[config.mk]
export PLATFORM = sky130hd
export DESIGN_NAME = ascii_operand_parser
export DESIGN_NICKNAME = d
export VERILOG_FILES = /design/src/rtl/ascii_operand_parser.sv
export SDC_FILE = /design/constraint.sdc
export NUM_CORES = 1
export LEC_CHECK = 0
export BUFFER_PORTS_ARGS = -buffer_cell sky130_fd_sc_hd__buf_2
export CORE_UTILIZATION = 50
export CTS_CLUSTER_SIZE = 25
export DETAILED_ROUTE_END_ITERATION = 8
export PLACE_DENSITY = 0.78
export SYNTH_ARGS = -nofsm -noshare
export SYNTH_HDL_FRONTEND = slang
export SYNTH_SLANG_ARGS = --single-unit
[constraint.sdc]
create_clock -name clk -period 2.3 [get_ports clk]
set_clock_uncertainty 0.2 [all_clocks]
set_input_delay 0.115 -clock clk [delete_from_list [all_inputs] [get_ports clk]]
set_output_delay 0.115 -clock clk [all_outputs]
set_load 0.05 [all_outputs]
[src/rtl/ascii_operand_parser.sv]
// ASCII operand parser: turns "A+B=" / "A+B<CR>" character streams into two
// two-digit ASCII operands. Optional character echo is enabled by PARSER_ECHO_EN.
module ascii_operand_parser (
    input  logic       clk,
    input  logic       rst_n,
    input  logic [6:0] char_in,
    input  logic       char_valid,
    output logic       char_ready,
    output logic [6:0] AU,
    output logic [6:0] AD,
    output logic [6:0] BU,
    output logic [6:0] BD,
    output logic       op_valid,
    input  logic       op_ready,
    output logic       err,
    output logic [6:0] echo_char,
    output logic       echo_valid
);

    localparam logic [1:0] A_DIG    = 2'd0;
    localparam logic [1:0] B_DIG    = 2'd1;
    localparam logic [1:0] HOLD     = 2'd2;
    localparam logic [1:0] ERR_SKIP = 2'd3;

    localparam logic [6:0] ASCII_ZERO = 7'h30;

    logic [1:0] state;
    logic [1:0] a_cnt;
    logic [1:0] b_cnt;

    logic is_digit;
    logic is_space;
    logic is_plus;
    logic is_term;
    logic accept;

    assign is_digit = (char_in >= 7'h30) && (char_in <= 7'h39);
    assign is_space = (char_in == 7'h20);
    assign is_plus  = (char_in == 7'h2B);
    assign is_term  = (char_in == 7'h3D) || (char_in == 7'h0D);

    // Never accept while reset is asserted or while a pair waits downstream.
    assign char_ready = rst_n && (state != HOLD);
    assign accept     = char_valid && char_ready;
    assign op_valid   = (state == HOLD);

    always_ff @(posedge clk) begin
        if (!rst_n) begin
            state <= A_DIG;
            a_cnt <= 2'd0;
            b_cnt <= 2'd0;
            AU    <= ASCII_ZERO;
            AD    <= ASCII_ZERO;
            BU    <= ASCII_ZERO;
            BD    <= ASCII_ZERO;
            err   <= 1'b0;
        end else begin
            err <= 1'b0;
            case (state)
                A_DIG: begin
                    if (accept && !is_space) begin
                        if (is_digit && (a_cnt < 2'd2)) begin
                            AU    <= char_in;
                            AD    <= (a_cnt == 2'd0) ? ASCII_ZERO : AU;
                            a_cnt <= a_cnt + 2'd1;
                        end else if (is_plus && (a_cnt != 2'd0)) begin
                            state <= B_DIG;
                        end else begin
                            state <= ERR_SKIP;
                            err   <= 1'b1;
                        end
                    end
                end
                B_DIG: begin
                    if (accept && !is_space) begin
                        if (is_digit && (b_cnt < 2'd2)) begin
                            BU    <= char_in;
                            BD    <= (b_cnt == 2'd0) ? ASCII_ZERO : BU;
                            b_cnt <= b_cnt + 2'd1;
                        end else if (is_term && (b_cnt != 2'd0)) begin
                            state <= HOLD;
                        end else begin
                            state <= ERR_SKIP;
                            err   <= 1'b1;
                        end
                    end
                end
                HOLD: begin
                    if (op_ready) begin
                        state <= A_DIG;
                        a_cnt <= 2'd0;
                        b_cnt <= 2'd0;
                    end
                end
                ERR_SKIP: begin
                    // Resynchronise on the next terminator; everything else is dropped.
                    if (accept && is_term) begin
                        state <= A_DIG;
                        a_cnt <= 2'd0;
                        b_cnt <= 2'd0;
                    end
                end
            endcase
        end
    end

`ifdef PARSER_ECHO_EN
    always_ff @(posedge clk) begin
        if (!rst_n) begin
            echo_valid <= 1'b0;
            echo_char  <= 7'h00;
        end else begin
            echo_valid <= accept;
            if (accept) begin
                echo_char <= char_in;
            end
        end
    end
`else
    assign echo_valid = 1'b0;
    assign echo_char  = 7'h00;
`endif

endmodule

-- After elaboration in Yosys (flattened, before gate mapping)
Cells that the tools add are included.
Widths: inputs -> output; s select.
- bits of input ports: 11
- flip-flop bits (word level): 35
- reduce and logical (&&, ||, !) cells: 23
- muxes and demuxes: 24
- eq/ne operators: 16
- magnitude comparators: 4
- add/subtract/negate cells: 2
- operators with widths (operator ; count):
    $mux 2 ; 11
    $eq 7x6->1 const B ; 3
    $ne 2x2->1 const B ; 8
    $mux 7 ; 2
    $pmux 2 s3 ; 2
    $reduce_and 5->1 ; 2
    $logic_and 1x1->1 ; 9
    $pmux 2 s4 ; 1
    $eq 7x4->1 const B ; 1
    $ge 7x6->1 const B ; 1
    $le 7x6->1 const B ; 1
    $mux 1 ; 7
    $logic_not 2->1 ; 3
    $reduce_and 3->1 ; 2
    $reduce_and 6->1 ; 1
    $reduce_bool 3->1 ; 2
    $add 2x1->2 const B ; 2
    $eq 2x2->1 const B ; 2
    $lt 2x2->1 const B ; 2
    $reduce_bool 2->1 ; 2
    $eq 2x1->1 const B ; 1
    $ne 2x1->1 const B ; 1
    $pmux 1 s2 ; 1
    $logic_not 1->1 ; 1
    $logic_or 1x1->1 ; 1

-- Logic depth before layout (Yosys ltp)
Gate-level depths: netlist (run 1).
- depth in word-level cells: 7
- mapped depth: 7

-- Least setup slack after synthesis (run 1)
Ideal clock, no wire load.
- path type: reg2out
- from: register state[0]
- to: output char_ready
- slack: 0.291 ns
- arrival time: 1.694 ns
- stages on the path, launching flop included: 4
- buffers on the path: 1
- data required time: 1.985 ns
- cells stage by stage: dfxtp_1 clkbuf_1 nor2b_1 nor2_1
- cells in the longest elaborated chain, start to end: 2
- RTL lines (what ; line ; source):
    start: declaration ; 27 ; logic [1:0] state;
    start signal: assignment ; 49 ; state <= A_DIG;
    start signal: assignment ; 67 ; state <= B_DIG;
    start signal: assignment ; 69 ; state <= ERR_SKIP;
    $ne 2x2->1 ; 43 ; assign char_ready = rst_n && (state != HOLD);
    $logic_and 1x1->1 ; 43 ;
    end: declaration ; 8 ; output logic char_ready,
No other way between the ends.

-- Worst setup path after layout (run 1)
- from: input char_in[2]
- to: register BD[2]
- cells in the longest elaborated chain, start to end: 4
- elaborated cells between the ends (all ways): 8
- those cells by class: order compare: 2; eq/ne: 1; reduce/logical: 5
- RTL lines (what ; line ; source):
    start: declaration ; 6 ; input logic [6:0] char_in,
    $ge 7x6->1 (tied with other cells) ; 37 ; assign is_digit = (char_in >= 7'h30) && (char_in <= 7'h39);
    $logic_and 1x1->1 / $logic_not 1->1 (equally long branches) ; 37, 75 ;
    $logic_and 1x1->1 (on tied branches) ; 76, 75 ;
    $reduce_and 3->1 (no source line) (*) ; -- ;
    end signal: assignment ; 78 ; BD <= (b_cnt == 2'd0) ? ASCII_ZERO : BU;
    end: declaration ; 12 ; output logic [6:0] BD,
Every way passes the cells marked *; elsewhere a longest branch is shown, timed or not.
A chain may end at the register's enable or synchronous reset.

==> impl_summary.md, run 1 <==
Timing
The number of hold violations in the final report came to 0. The worst path uses 94.7% of the clock period. The maximum clock frequency is 459 MHz. Setup violations remaining at the end of the flow were counted as 0. The setup TNS is 0 ns. Measured against its own limit, the worst slew margin works out to 65.4%. At the pin with the least slew margin, the transition time is 0.517 ns. The routed design could run at a clock period as short as 2.18 ns.

Setup repair after global routing left no endpoint under its margin. The final-report max-slew violation count is 0.

Clock network
CTS saw 35 sinks. The latest clock arrival within the worst-skew pair is 0.35 ns. The clock tree from TritonCTS is done. The clock tree synthesis step divided the H-tree into 2 levels. The number of buffers created by CTS is 5. The number of setup buffers added after CTS is 0. The largest buffer count on any clock path is 2.

Clock tree synthesis selected as its root buffer the cell sky130_fd_sc_hd__clkbuf_4. The clock slew seen by the registers of the worst setup and hold paths is 0.11 ns.

Routing
In the routed design, unresolved DRC markers number 0. Once detail routing completed, the nets flagged for antenna violations numbered 0. Wires add up to 3.84 mm. The DRC violation total after the first TritonRoute iteration is 88. After detailed routing, the number of vias per cell comes to 5.68. The total number of vias is 1578. The routed wire length per instance is 13.8 µm. The first-pass iteration count of the detailed router is 4.

Setup path
The setup path with the least slack is of type in -> reg. The kind of end point of the critical path is a register. The most critical setup path has its startpoint at char_in[2].

The worst setup slack for register-to-register paths is 0.40 ns. The end of the worst register-to-register path is state[1]$_SDFFE_PN0P_. The largest driver fanout on the critical path is 15. The worst endpoint data arrival time is 2.23 ns. In this run the critical register-to-register path is launched from state[0]$_SDFFE_PN0P_. The capture point of the worst path is BD[2]$_SDFFE_PN0P_.

The data required time of the critical path is 2.35 ns. The number of cells on the worst reg-to-reg path is 4. STA classifies the critical path startpoint as an input pin.

Finish
Compared with the post-synthesis result, the final layout area differs by 18.5%. At the end of the flow, the number of nets in the layout was 246. The leading cell type in the layout, fill and taps excluded is sky130_fd_sc_hd__buf_2.

The share of final-layout standard cells stronger than drive strength 1 is 24.8%. The number of antenna cells inserted is 0. The footprint of the flip-flops and latches is 701 µm².

The area of the multi-input gates is 800 µm². The number of fill cells is 310. Leaving out fill and tap cells, the most frequent cells in the layout are sky130_fd_sc_hd__buf_2 (41), sky130_fd_sc_hd__dfxtp_1 (35), sky130_fd_sc_hd__a21oi_1 (25). The final standard cell count with taps included and fillers excluded is 278.

Power and ir drop
The internal power of the cells is 779 µW. The worst supply voltage drop on vdd is 0.403 mV. Registers are responsible for 54.9% of the overall power. The combinational fraction of design power is 15.7%. Summed over all nets, the switching power comes to 349 µW. In this run the power density over the cells is 578 nW/µm². Total power for the finished layout comes to 1.13 mW.

For this design the static power due to leakage is 0.758 nW. Net switching is 30.9% of the power. The clock network fraction of design power is 29.4%.

Global routing
Summed over all layers, the global routing overflow is 0. The wire length of the first global-routing pass is 6.29 mm. Across every metal layer, demand over resource in global routing totals 24.2%. The largest net degree at the start of global routing is 16. The initial antenna violation count was 0. The number of global-route vias before repair is 1391.

Place
The final estimated routing congestion in global placement is 0.914. The number of cells after detailed placement is 263. The count of input and output buffers is 41. The wire-length estimate of the detail-placed layout is 2.66 mm.

Die
The number of placed I/O pins is 50. The floorplan step defined a die boundary enclosing 3530 µm². The cell row count is 20. In this run the standard cell core region covers 3080 µm². The die is 59.4 µm tall. The floorplan step set the die width to 59.4 µm.

The initial standard-cell utilization of the core is 53.5%.

Flow run
The total of max-cap violations is 0.

Logic synthesis
Yosys attributes the largest share of cell area to sky130_fd_sc_hd__dfxtp_1 (43%), sky130_fd_sc_hd__a21oi_1 (7.6%), sky130_fd_sc_hd__o21ai_1 (6.4%). The share of the Yosys chip area taken by registers is 42.6%. The mapped netlist covers 1650 µm².

The count of distinct cell types in the synthesized netlist is 40. The mean instance size in the synthesized netlist is 8.71 µm². The post-synthesis register bit count is 35. The library cell with the largest summed area after synthesis is sky130_fd_sc_hd__dfxtp_1. The number of warnings issued by yosys is 0. The number of instances in the synthesized netlist is 189. The fraction of post-synthesis cell area in the top cell type by area is 42.6%.

Run status
The flow ran to the end, and the final reports show no timing, DRC or antenna violations.

Hold path
The worst hold path belongs to the class in -> reg.
==> cell families after synthesis <==
group,after synthesis,share of synthesized area (%)
other cells,1,0.228
xor+xnor,1,0.532
flops,35,42.6
fa+ha+maj,2,1.52
buf+inv,31,10.5
simple gates,58,23.1
compound gates,61,21.6
==> critical path, stage by stage <==
cell and delay [ns]:
sky130_fd_sc_hd__dlygate4sd3_1 0.53, sky130_fd_sc_hd__buf_2 0.15, sky130_fd_sc_hd__or4b_1 0.60, sky130_fd_sc_hd__o211a_2 0.44, sky130_fd_sc_hd__buf_4 0.22, sky130_fd_sc_hd__nand4b_1 0.09
sky130_fd_sc_hd__a21oi_1 0.07
==> per-layer routing <==
| metal | GRT usage [%] | share of wire, % | vias up |
|---|---|---|---|
| li1 | - | - | 771 |
| met1 | 33.3 | 47 | 740 |
| met2 | 35.5 | 46 | 60 |
| met3 | 4.59 | 5.7 | 7 |
| met4 | 13.6 | 1.4 | 0 |
| met5 | 0 | 0 | - |
==> worst min-delay path by stage <==
stage / start / to / cells past startpoint
5_1_grt: char_in[6] / a_cnt[0]$_SDFFE_PN0P_ / 5
4_1_cts: char_in[6] / a_cnt[0]$_SDFFE_PN0P_ / 5
3_5_place_dp: rst_n / BD[4]$_SDFFE_PN1P_ / 2
2_1_floorplan: char_in[0] / AU[0]$_SDFFE_PN0P_ / 2
3_3_place_gp: rst_n / AD[4]$_SDFFE_PN1P_ / 2
6_report: char_in[6] / a_cnt[0]$_SDFFE_PN0P_ / 5
==> cell usage after synthesis (all sizes together) <==
| cell type | number |
|---|---|
| a211oi | 1 |
| a21oi | 25 |
| and2 | 1 |
| and3 | 4 |
| and4 | 1 |
| and4bb | 2 |
| buf | 16 |
| clkbuf | 7 |
| conb | 1 |
| dfxtp | 35 |
| ha | 2 |
| inv | 8 |
| nand2 | 5 |
| nand3 | 12 |
| nand3b | 2 |
| nand4 | 2 |
| nand4b | 11 |
| nor2 | 3 |
| nor2b | 2 |
| nor3 | 1 |
| nor3b | 1 |
| nor4 | 6 |
| o2111ai | 2 |
| o211a | 1 |
| o211ai | 1 |
| o21a | 1 |
| o21ai | 25 |
| o221ai | 1 |
| o2bb2ai | 1 |
| o31ai | 2 |
| o32ai | 1 |
| or3 | 3 |
| or4 | 1 |
| or4b | 1 |
| xnor2 | 1 |
==> power by group through the flow <==
stage / Combinational [mW] / Clock, mW / Sequential [mW]
floorplan: 0.132 / 0 / 0.638
global placement: 0.165 / 0 / 0.633
detailed placement: 0.164 / 0 / 0.633
CTS: 0.174 / 0.338 / 0.619
global route: 0.189 / 0.371 / 0.621
finish: 0.177 / 0.331 / 0.620
==> registers in the layout (all words and copies together) (netlist names) <==
name,flops
BU,7
err,1
state,2
a_cnt,2
b_cnt,2
AU,7
AD,7
BD,7
==> final cells by class <==
cell class	instances	share of cell area, %
Clock inverter	2	0.641
Inverter	8	1.54
Sequential cell	35	35.9
Multi-Input combinational cell	130	41.0
Clock buffer	6	2.12
Tap cell	44	2.82
Timing Repair Buffer	53	16.0
==> repair_timing <==
action                                 CTS  global route
hold buffers                             7             0
endpoints found under the hold margin   20             0
gates resized for setup                  0             1
setup endpoints to repair                0             2
==> metrics by stage <==
stage          area, µm²  utilization (%)  hold WS [ns]  setup WS (ns)
5_1_grt             1950             63.4         0.149         0.0512
3_3_place_gp        1830             59.4         0.201          0.248
2_1_floorplan       1670                -        0.0627          0.291
6_report            1950             63.4        0.0614          0.122
4_1_cts             1950             63.4        0.0434         0.0876
3_5_place_dp        1830             59.4         0.208          0.217
No activity file was read; power rests on OpenSTA's default activity.
==> run 2: changes to the inputs <==
ABC_AREA = 1   (was default)
CTS_BUF_LIST = sky130_fd_sc_hd__clkbuf_16   (was default)
==> impl_summary.md, run 2 <==
Routing
The routed wire length per instance is 11.3 µm (-18%). The via density per instance is 4.90 (-14%). The DRC violation total after the first TritonRoute iteration was 64 (-27%). The remaining design rule violation count was 0 (unchanged). The first-pass iteration count of the detailed router was 4 (unchanged). The total number of vias came to 1562 (-1.0%). The remaining antenna violation count after routing is 0 (unchanged). The sum of routed wire length over all layers is 3.62 mm (-5.9%).

Finish
The area of the multi-input gates is 796 µm² (-0.47%). The number of antenna cells inserted is 0 (unchanged). The number of fill cells was 302 (-2.6%). Leaving out fill and tap cells, the most frequent cells in the layout are sky130_fd_sc_hd__buf_2 (41), sky130_fd_sc_hd__nand2_1 (38), sky130_fd_sc_hd__dfxtp_1 (35). The area added between synthesis and finish is 23.3%. Leaving out fill and tap cells, the most frequent cell in the layout is sky130_fd_sc_hd__buf_2. The footprint of the flip-flops and latches is 701 µm² (unchanged). The share of final-layout standard cells stronger than drive strength 1 was 24.4% (-0.42 points). The final layout net count is 287 (+17%).

Clock network
The number of clock sinks seen by CTS is 35 (unchanged). The clock slew seen by the registers of the worst setup and hold paths is 0.05 ns (-0.06 ns). The largest buffer count on any clock path is 2 (unchanged). TritonCTS built the clock tree. The latest clock arrival within the worst-skew pair came to 0.28 ns (-0.07 ns). The master cell of the clock root buffer is sky130_fd_sc_hd__clkbuf_16. The number of buffers created by CTS is 5 (unchanged). The H-tree depth is 2 (unchanged).

Flow run
The total of max-cap violations was 0 (unchanged).

Place
The minimum setup slack after placement is 0.540 ns (+0.323 ns). The count of input and output buffers came to 41 (unchanged). The half-perimeter wire length of the detailed placement result is 2.63 mm (-1.0%). The final estimated routing congestion in global placement was 0.928 (+1.5%).

Logic synthesis
The count of flip-flops with a built-in enable after synthesis is 0 (unchanged). The share of async-settable or async-resettable flops after synthesis is 0% (unchanged). The mean instance size in the synthesized netlist came to 7.39 µm² (-15%). The number of warnings issued by yosys is 0 (unchanged). The area of the mapped netlist is 1670 µm² (+1.4%). The portion of the post-synthesis area used by sequential elements is 42.0% (-0.57 points).

The predominant post-synthesis flop cell is sky130_fd_sc_hd__dfxtp_1. After synthesis, the cell types taking the most area are sky130_fd_sc_hd__dfxtp_1 (42%), sky130_fd_sc_hd__nand2_1 (8.5%), sky130_fd_sc_hd__a21oi_1 (6.9%). In the post-synthesis netlist, the cell with the most instances is sky130_fd_sc_hd__nand2_1. The count of distinct cell types in the synthesized netlist is 24 (-40%). The post-synthesis register bit count was 35 (unchanged). The fraction of post-synthesis cell area in the top cell type by area is 42.0% (-0.57 points). Counting instances in the post-synthesis netlist gives the leading cell types as sky130_fd_sc_hd__nand2_1 (38), sky130_fd_sc_hd__dfxtp_1 (35), sky130_fd_sc_hd__nor2_1 (28). The largest total area in the synthesized netlist belongs to sky130_fd_sc_hd__dfxtp_1. The number of instances in the synthesized netlist is 226 (+20%).

Global routing
The overall routing resource usage is 22.4% (-1.8 points). The largest net degree at the start of global routing was 25 (+9). The initial antenna violation count is 0 (unchanged). The number of global-route vias before repair is 1297 (-6.8%).

The total congestion overflow is 0 (unchanged). The wire length of the first global-routing pass is 5.81 mm (-7.7%).

Setup path
The largest driver fanout on the critical path came to 10 (-5). The worst endpoint data arrival time is 1.95 ns (-0.28 ns). The kind of end point of the critical path is a register. The worst register-to-register path ends at AU[2]$_SDFFE_PN0P_. The worst flop-to-flop path startpoint is state[1]$_SDFFE_PN0P_.

The startpoint class of the critical path is an input pin. The depth of the most critical reg-to-reg path is 6 (+2). The path type of the worst setup path is in -> reg.

The data required time of the critical path was 2.30 ns (-0.05 ns). The worst setup slack for register-to-register paths was 0.51 ns (+0.11 ns).

Die
The number of placed I/O pins came to 50 (unchanged). The die area is 3570 µm² (+1.3%). The die boundary width was 59.8 µm (+0.66%). The initial standard-cell utilization of the core is 53.8% (+0.29 points). The height of the die was 59.8 µm (+0.66%). The cell row count is 20 (unchanged). The area inside the core boundary was 3100 µm² (+0.81%).

Power and ir drop
The power density over the cells was 989 nW/µm² (+71%). The total leakage power is 1.02 nW (+34%). The worst supply voltage drop on vdd was 0.736 mV (+82%).

Hold path
The cell depth of the worst min-delay path was 3 (-2). The worst hold path belongs to the class in -> reg. For hold timing, the worst endpoint is BU[4]$_SDFFE_PN1P_. In this run the most critical hold path is launched from rst_n.

Timing
The time the final worst path needs with I/O delays and setup is 1.95 ns (-0.226 ns). The number of hold violations in the final report is 0 (unchanged). The setup TNS was 0 ns (unchanged). The final number of setup-violating endpoints is 0 (unchanged). The period utilization is 84.9% (-9.8 points). The post-route worst setup slack is 0.348 ns (+0.226 ns). The final-report max-slew violation count is 0 (unchanged). Setup repair after global routing left no endpoint under its margin.

The maximum clock frequency came to 512 MHz (+12%).

Run status
The run finished with clean final reports.
run 2: cell count changes in the layout (fill, tap and decap cells not counted), sizes merged, moves of 3 or more:
cell and change:
and3 -4, dlygate4sd3 -3, inv +19, nand2 +37, nand3 +6, nand4b -11
nor2 +31, nor3 +5, nor4 -6, o21ai -7, or3 -3
run 2: per-layer routing:
layer | global-route usage [%] | up-vias | part of all wire (%) | routed length, µm
met4 | 13.0 | 0 | 2.3 | 82
met5 | 0 | - | 0 | 0
met1 | 27.6 | 698 | 47 | 1690
li1 | - | 809 | - | -
met2 | 33.7 | 49 | 46 | 1670
met3 | 7.79 | 6 | 4.8 | 174
run 2: final cells by class:
cell class | instances | area share [%]
clock inverters | 3 | 0.790
multi-input cells | 158 | 38.7
inverters | 26 | 4.74
repair buffers | 48 | 13.0
clock buffers | 5 | 6.08
well taps | 44 | 2.67
flip-flops and latches | 35 | 34.0
run 2: report_power, final:
part | switching [mW] | internal [mW]
sequential | 0.0521 | 0.661
clock | 0.250 | 0.394
combinational | 0.481 | 0.197
run 2: worst max-delay path by stage:
stage / endpoint / start / slack (ns) / cells after the start
3_3_place_gp: AD[2]$_SDFFE_PN0P_ / state[1]$_SDFFE_PN0P_ / 0.57 / 6
2_1_floorplan: AD[1]$_SDFFE_PN0P_ / state[1]$_SDFFE_PN0P_ / 0.72 / 7
3_5_place_dp: BD[1]$_SDFFE_PN0P_ / state[0]$_SDFFE_PN0P_ / 0.54 / 9
5_1_grt: AU[2]$_SDFFE_PN0P_ / char_in[1] / 0.20 / 8
6_report: BD[1]$_SDFFE_PN0P_ / char_in[1] / 0.35 / 8
4_1_cts: BD[1]$_SDFFE_PN0P_ / char_in[1] / 0.36 / 8
run 2: cells by family (layout without fill, tap and decap cells):
kind of cell,Yosys count,count (layout),synth area share [%]
AO/OA/AOI/OAI,42,42,12.7
adder cells (fa/ha/maj),2,2,1.50
buffers and inverters,40,82,11.9
flip-flops,35,35,42.0
other,1,8,0.225
AND/OR/NAND/NOR,106,106,31.7
run 2: what timing repair did:
action	CTS	global route
endpoints found under the hold margin	8	0
hold buffers	4	0
setup buffers	0	0
gates resized for setup	0	0
run 2: stage by stage:
stage          std cells  instance area [µm²]  util [%]  power [mW]  hold WS (ns)
3_3_place_gp         307                 1880      60.5        1.38         0.240
5_1_grt              319                 2060      66.3        2.18        0.0926
4_1_cts              319                 2060      66.3        2.04        0.0752
6_report             319                 2060      66.3        2.04        0.0788
2_1_floorplan        233                 1700         -        1.28        0.0470
3_5_place_dp         307                 1880      60.5        1.39         0.249
run 2: critical path, cell delays in order:
cell	delay, ns
sky130_fd_sc_hd__dlygate4sd3_1	0.54
sky130_fd_sc_hd__buf_2	0.14
sky130_fd_sc_hd__o21ai_1	0.26
sky130_fd_sc_hd__nand4_1	0.22
sky130_fd_sc_hd__nor2_4	0.24
sky130_fd_sc_hd__buf_4	0.19
sky130_fd_sc_hd__nand3_1	0.08
sky130_fd_sc_hd__a21oi_1	0.16
